File: src/rtl/fetch_ctrl.sv
// fetch_ctrl: instruction-fetch sequencer between the PC, instruction memory
// and decode. Keeps at most one fetch outstanding, advances the PC by one
// strobe per granted request, and buffers tagged responses in a small
// first-word-fall-through FIFO. A flush empties the FIFO and discards any
// response still in flight.
//
// Ports:
//   clk_i, rst_i          clock, asynchronous active-high reset
//   pc_i                  current PC
//   incr_pc_o             PC advance strobe (one cycle per grant)
//   imem_req_o/addr_o     fetch request and address (addr is 0 when idle)
//   imem_gnt_i            memory accepts the request this cycle
//   imem_rvalid_i/rdata_i read response
//   instr_valid_o         FIFO head valid
//   instr_o, instr_pc_o   FIFO head instruction and its fetch address
//   instr_ready_i         decode consumes the head this cycle
//   flush_i               discard buffered and in-flight instructions
//
// state | meaning
// ------+---------------------------------------------------------------
// REQ   | requesting at pc_i whenever the FIFO has room
// WAIT  | one fetch granted, waiting for its response
// DROP  | flushed while waiting; the pending response will be discarded
module fetch_ctrl #(
    parameter int BUF_DEPTH = 2
) (
    input  logic        clk_i,
    input  logic        rst_i,
    input  logic [31:0] pc_i,
    output logic        incr_pc_o,
    output logic        imem_req_o,
    output logic [31:0] imem_addr_o,
    input  logic        imem_gnt_i,
    input  logic        imem_rvalid_i,
    input  logic [31:0] imem_rdata_i,
    output logic        instr_valid_o,
    output logic [31:0] instr_o,
    output logic [31:0] instr_pc_o,
    input  logic        instr_ready_i,
    input  logic        flush_i
);

    localparam int PW = $clog2(BUF_DEPTH);
    localparam int CW = PW + 1;
    localparam logic [CW-1:0] DEPTH_C = CW'(BUF_DEPTH);

    typedef enum logic [1:0] {
        REQ  = 2'd0,
        WAIT = 2'd1,
        DROP = 2'd2
    } state_e;

    state_e          state_q;
    logic [31:0]     req_pc_q;
    logic [PW-1:0]   rd_ptr_q;
    logic [PW-1:0]   wr_ptr_q;
    logic [CW-1:0]   count_q;
    logic [31:0]     buf_instr_q [BUF_DEPTH];
    logic [31:0]     buf_pc_q    [BUF_DEPTH];

    logic            push;
    logic            pop;

    // The request term is masked by rst_i so the outputs read idle while
    // reset is held, even though the reset state (REQ, empty) would request.
    assign imem_req_o    = !rst_i && (state_q == REQ) && (count_q < DEPTH_C) && !flush_i;
    assign incr_pc_o     = imem_req_o && imem_gnt_i;
    assign imem_addr_o   = imem_req_o ? pc_i : 32'h0;

    assign push          = (state_q == WAIT) && imem_rvalid_i && !flush_i;
    assign pop           = instr_valid_o && instr_ready_i && !flush_i;

    assign instr_valid_o = (count_q != '0);
    assign instr_o       = buf_instr_q[rd_ptr_q];
    assign instr_pc_o    = buf_pc_q[rd_ptr_q];

    always_ff @(posedge clk_i or posedge rst_i) begin
        if (rst_i) begin
            state_q  <= REQ;
            req_pc_q <= 32'h0;
        end else begin
            case (state_q)
                REQ: begin
                    // A stray rvalid here is a protocol error and is ignored.
                    if (incr_pc_o) begin
                        req_pc_q <= pc_i;
                        state_q  <= WAIT;
                    end
                end
                WAIT: begin
                    if (imem_rvalid_i) begin
                        state_q <= REQ;
                    end else if (flush_i) begin
                        state_q <= DROP;
                    end
                end
                DROP: begin
                    if (imem_rvalid_i) begin
                        state_q <= REQ;
                    end
                end
                default: state_q <= REQ;
            endcase
        end
    end

    always_ff @(posedge clk_i or posedge rst_i) begin
        if (rst_i) begin
            rd_ptr_q <= '0;
            wr_ptr_q <= '0;
            count_q  <= '0;
        end else if (flush_i) begin
            rd_ptr_q <= '0;
            wr_ptr_q <= '0;
            count_q  <= '0;
        end else begin
            if (push) begin
                wr_ptr_q <= wr_ptr_q + PW'(1);
            end
            if (pop) begin
                rd_ptr_q <= rd_ptr_q + PW'(1);
            end
            case ({push, pop})
                2'b10:   count_q <= count_q + CW'(1);
                2'b01:   count_q <= count_q - CW'(1);
                default: count_q <= count_q;
            endcase
        end
    end

    // Storage needs no reset: entries are only observed once count says so.
    always_ff @(posedge clk_i) begin
        if (push) begin
            buf_instr_q[wr_ptr_q] <= imem_rdata_i;
            buf_pc_q[wr_ptr_q]    <= req_pc_q;
        end
    end

    // Requests are only raised with room in the FIFO, so a push can never
    // land on a full buffer.
    a_no_push_when_full: assert property (
        @(posedge clk_i) disable iff (rst_i) !(push && (count_q == DEPTH_C))
    );

endmodule

File: config.mk
export PLATFORM = sky130hd
export DESIGN_NAME = fetch_ctrl
export DESIGN_NICKNAME = d
export VERILOG_FILES = /design/src/rtl/fetch_ctrl.sv
export SDC_FILE = /design/constraint.sdc
export NUM_CORES = 1
export LEC_CHECK = 0
export CORE_ASPECT_RATIO = 1.1
export CORE_UTILIZATION = 40
export DETAILED_ROUTE_END_ITERATION = 8
export DONT_BUFFER_PORTS = 1
export PLACE_DENSITY = 0.52
export SLEW_MARGIN = 20
export SYNTH_ARGS = -nofsm -noshare
export SYNTH_HDL_FRONTEND = slang
export SYNTH_SLANG_ARGS = --single-unit
File: constraint.sdc
create_clock -name clk_i -period 9.3 [get_ports clk_i]
set_clock_uncertainty 0.15 [all_clocks]
set_input_delay 0.93 -clock clk_i [delete_from_list [all_inputs] [get_ports clk_i]]
set_output_delay 0.93 -clock clk_i [all_outputs]
set_load 0.02 [all_outputs]
==> results.md <==
* Status: completed
* Synthesis warning total at 0
* Drc violations at 0
* Clk_lat worst skew at 410 ps
* Top cell type's share of synthesized area at 0.6015
* Sequential area share after synthesis at 0.7503
* Synth area leaders: edfxtp_1 60%, mux2_2 15%, dfrtp_1 15%
* Die Width at 122.5 microns
* WL per Instance at 19.74 microns
* Worst Tran Pin Value at 1015 ps
* Syn Inst Count at 340
* Post-CTS Hold Fix Bufs at 0
* Slew headroom at 0.3218
* Final Hold Viols at 0
* Worst Hold Launch: req_pc_q[18]$_DFFE_PP0P_
* Max Clock Freq at 0.3072 GHz
* Starting Density at 0.4076
* Mean post-synth cell area at 18.79 sq um
* Pwr dens at 229.9 nW/um^2
* Diodes inserted at 0
* Synthesized Nets at 410
* CTS max path bufs at 2
* Area Overhead vs Synth at 12.69%
* Peak fanout along the critical path at 51
* Cells resized by post-CTS repair at 0
* GRT Util Overall at 0.1405
* Req. time, crit path at 8220 ps
* Finished Cell Area at 7201 sq um
* Wl on met1 at 4.252 mm
* Cells along the critical path: buf_4 > mux2_2
* Max-slew violations at 0
* CP endpoint kind: output pin
* Top Metal Used: met4
* Port bufs at 0
* DRT iter0 DRCs at 145
* Synth area leader: edfxtp_1
* Max Cap Viol at 0
* Die Ht at 134.6 microns
* Share of layout cells above drive strength 1 at 0.3664
* Peak VDD IR at 0.1074 mV
* H-tree Lvls at 4
* Crit path largest cell delay at 610 ps
* RSZ-0062 raised after global routing: false
* DRT antenna net count at 0
* DR vias at 2,887
* # IOs at 169
* Clock period minus worst slack at 3255 ps
* Setup crit start kind: flip-flop
* Clock-pin transition on the worst setup and hold timing paths at 60 ps
* Initial antenna violation count at 0
* Post-DP HPWL at 7.146 mm
* Post-Syn Area at 6390 sq um
* Final worst-path cycle share at 0.3500
* Setup TNS at 0 ps
* DRT Pass-1 Iters at 4
* Final WL at 11.12 mm
* Crit-path leading delay family: buffers and inverters
* Critical path class: flip-flop to output pin
* Met3 wire len at 1.291 mm
* P_leak at 2.493 nW
* Num CTS Buffers at 17
* Core area at 15,680 sq um
* #FFs+latches synth at 166
* Vias in the first global route at 3,072
* Worst path bufs/invs at 1
* CP Launch Point: rd_ptr_q$_DFFE_PP0P_
* Nets at 421
* Critical Path AT at 2180 ps
* Final GP Congestion at 0.6884
* DIE AREA at 16,480 sq um
* Vias/cell at 5.128
* # setup viols final at 0
* Dpl cell area at 6629 sq um
* Largest net degree at the start of global routing at 52
* CTS sink cnt at 166
* Number of setup buffers added after CTS at 0
* Hold/Removal Path Class: flip-flop to flip-flop
* First-pass GRT wire length at 16.77 mm
* Unique masters post-synth at 28
* CP max-delay cell: buf_4
* Clock Tree Root: clkbuf_16
* WL met2 at 5.451 mm
* TritonCTS clock tree: done
* Gr ovfl total at 0
* Reg2reg start: state_q[1]$_DFFE_PP0P_
* Cell Rows at 48
==> placed cells by master (no fill, tap or decap), drive strengths merged, types with 2 or more instances in the layout <==
| cell type | count |
|---|---|
| nand2 | 2 |
| clkinv | 7 |
| dfrtp | 38 |
| bufinv | 3 |
| a21oi | 2 |
| clkbuf | 21 |
| or2 | 2 |
| nor4b | 2 |
| mux2 | 96 |
| nand3b | 3 |
| buf | 5 |
| and2 | 32 |
| nor2 | 6 |
| edfxtp | 128 |
| inv | 4 |
==> cell families after synthesis <==
family	share of synthesized area
AOI/OAI and AO/OA	0.006071
xor gates and xnor gates	0.002742
buffers and inverters	0.01449
DFF	0.7503
muxes	0.1745
and+or+nand+nor	0.05189
==> worst paths after layout <==
path	to	depth (start not counted)	slack (ps)
worst max-delay path	instr_pc_o[12]	2	6040
worst min-delay path	buf_pc_q[0][18]$_DFFE_PP_	0	320
worst max register to register	buf_pc_q[1][4]$_DFFE_PP_	4	6320
worst min register to register	buf_pc_q[0][18]$_DFFE_PP_	0	320
max in group asynchronous	rd_ptr_q$_DFFE_PP0P_	1	7970
min in group asynchronous	state_q[0]$_DFFE_PP0P_	1	430
==> per-layer routing <==
| layer | GRT usage | vias up |
|---|---|---|
| met2 | 0.2241 | 118 |
| met3 | 0.07981 | 9 |
| met1 | 0.1537 | 1458 |
| met5 | 0 | - |
| li1 | - | 1302 |
| met4 | 0.05488 | 0 |
==> layout make-up <==
type	instances	area, sq um
fillers	1397	8474
clock buffers	21	440.4
repair buffers	5	37.54
flip-flops and latches	166	4796
inverters	5	18.77
well taps	200	250.2
multi-input cells	156	1526
clock inverters	10	131.4
==> sequential cells by signal, indices dropped and copies added (netlist names) <==
name,flops
buf_pc_q,64
req_pc_q,32
count_q,2
buf_instr_q,64
state_q,2
rd_ptr_q,1
wr_ptr_q,1
==> cells in the mapped netlist <==
cell type and number:
edfxtp_1 128, mux2_2 87, dfrtp_1 38, and2_1 32, mux2_4 9, nor2_1 6, buf_2 5, clkbuf_1 5
inv_1 4, nand3b_1 3, a21oi_1 2, buf_6 2, nand2_1 2, nor4b_2 2, or2_2 2, and3_1 1
and3b_1 1, and4b_1 1, buf_4 1, clkinv_1 1, nand2b_1 1, nor3_1 1, o21ai_0 1, o21bai_1 1
o31ai_1 1, o41ai_1 1, xnor2_1 1, xor2_1 1
==> power by group <==
part | internal [W] | leakage (nW) | switching, W
Clock | 0.000418 | 0.274 | 0.000260
Sequential | 0.000859 | 1.62 | 0.0000269
Combinational | 0.0000448 | 0.604 | 0.0000468
==> metrics by stage <==
step	hold WS, ps	power (W)	instances	worst slack, ps	utilization
6_report	317.2	0.001655	563	6045	0.4594
5_1_grt	325.5	0.001717	563	5914	0.4594
4_1_cts	317.6	0.001677	563	5986	0.4594
3_5_place_dp	303.3	0.0009949	532	5839	0.4229
3_3_place_gp	296.2	0.0009890	532	5860	0.4229
2_1_floorplan	286.6	0.0009731	340	4554	-
No activity file was read; power rests on OpenSTA's default activity.
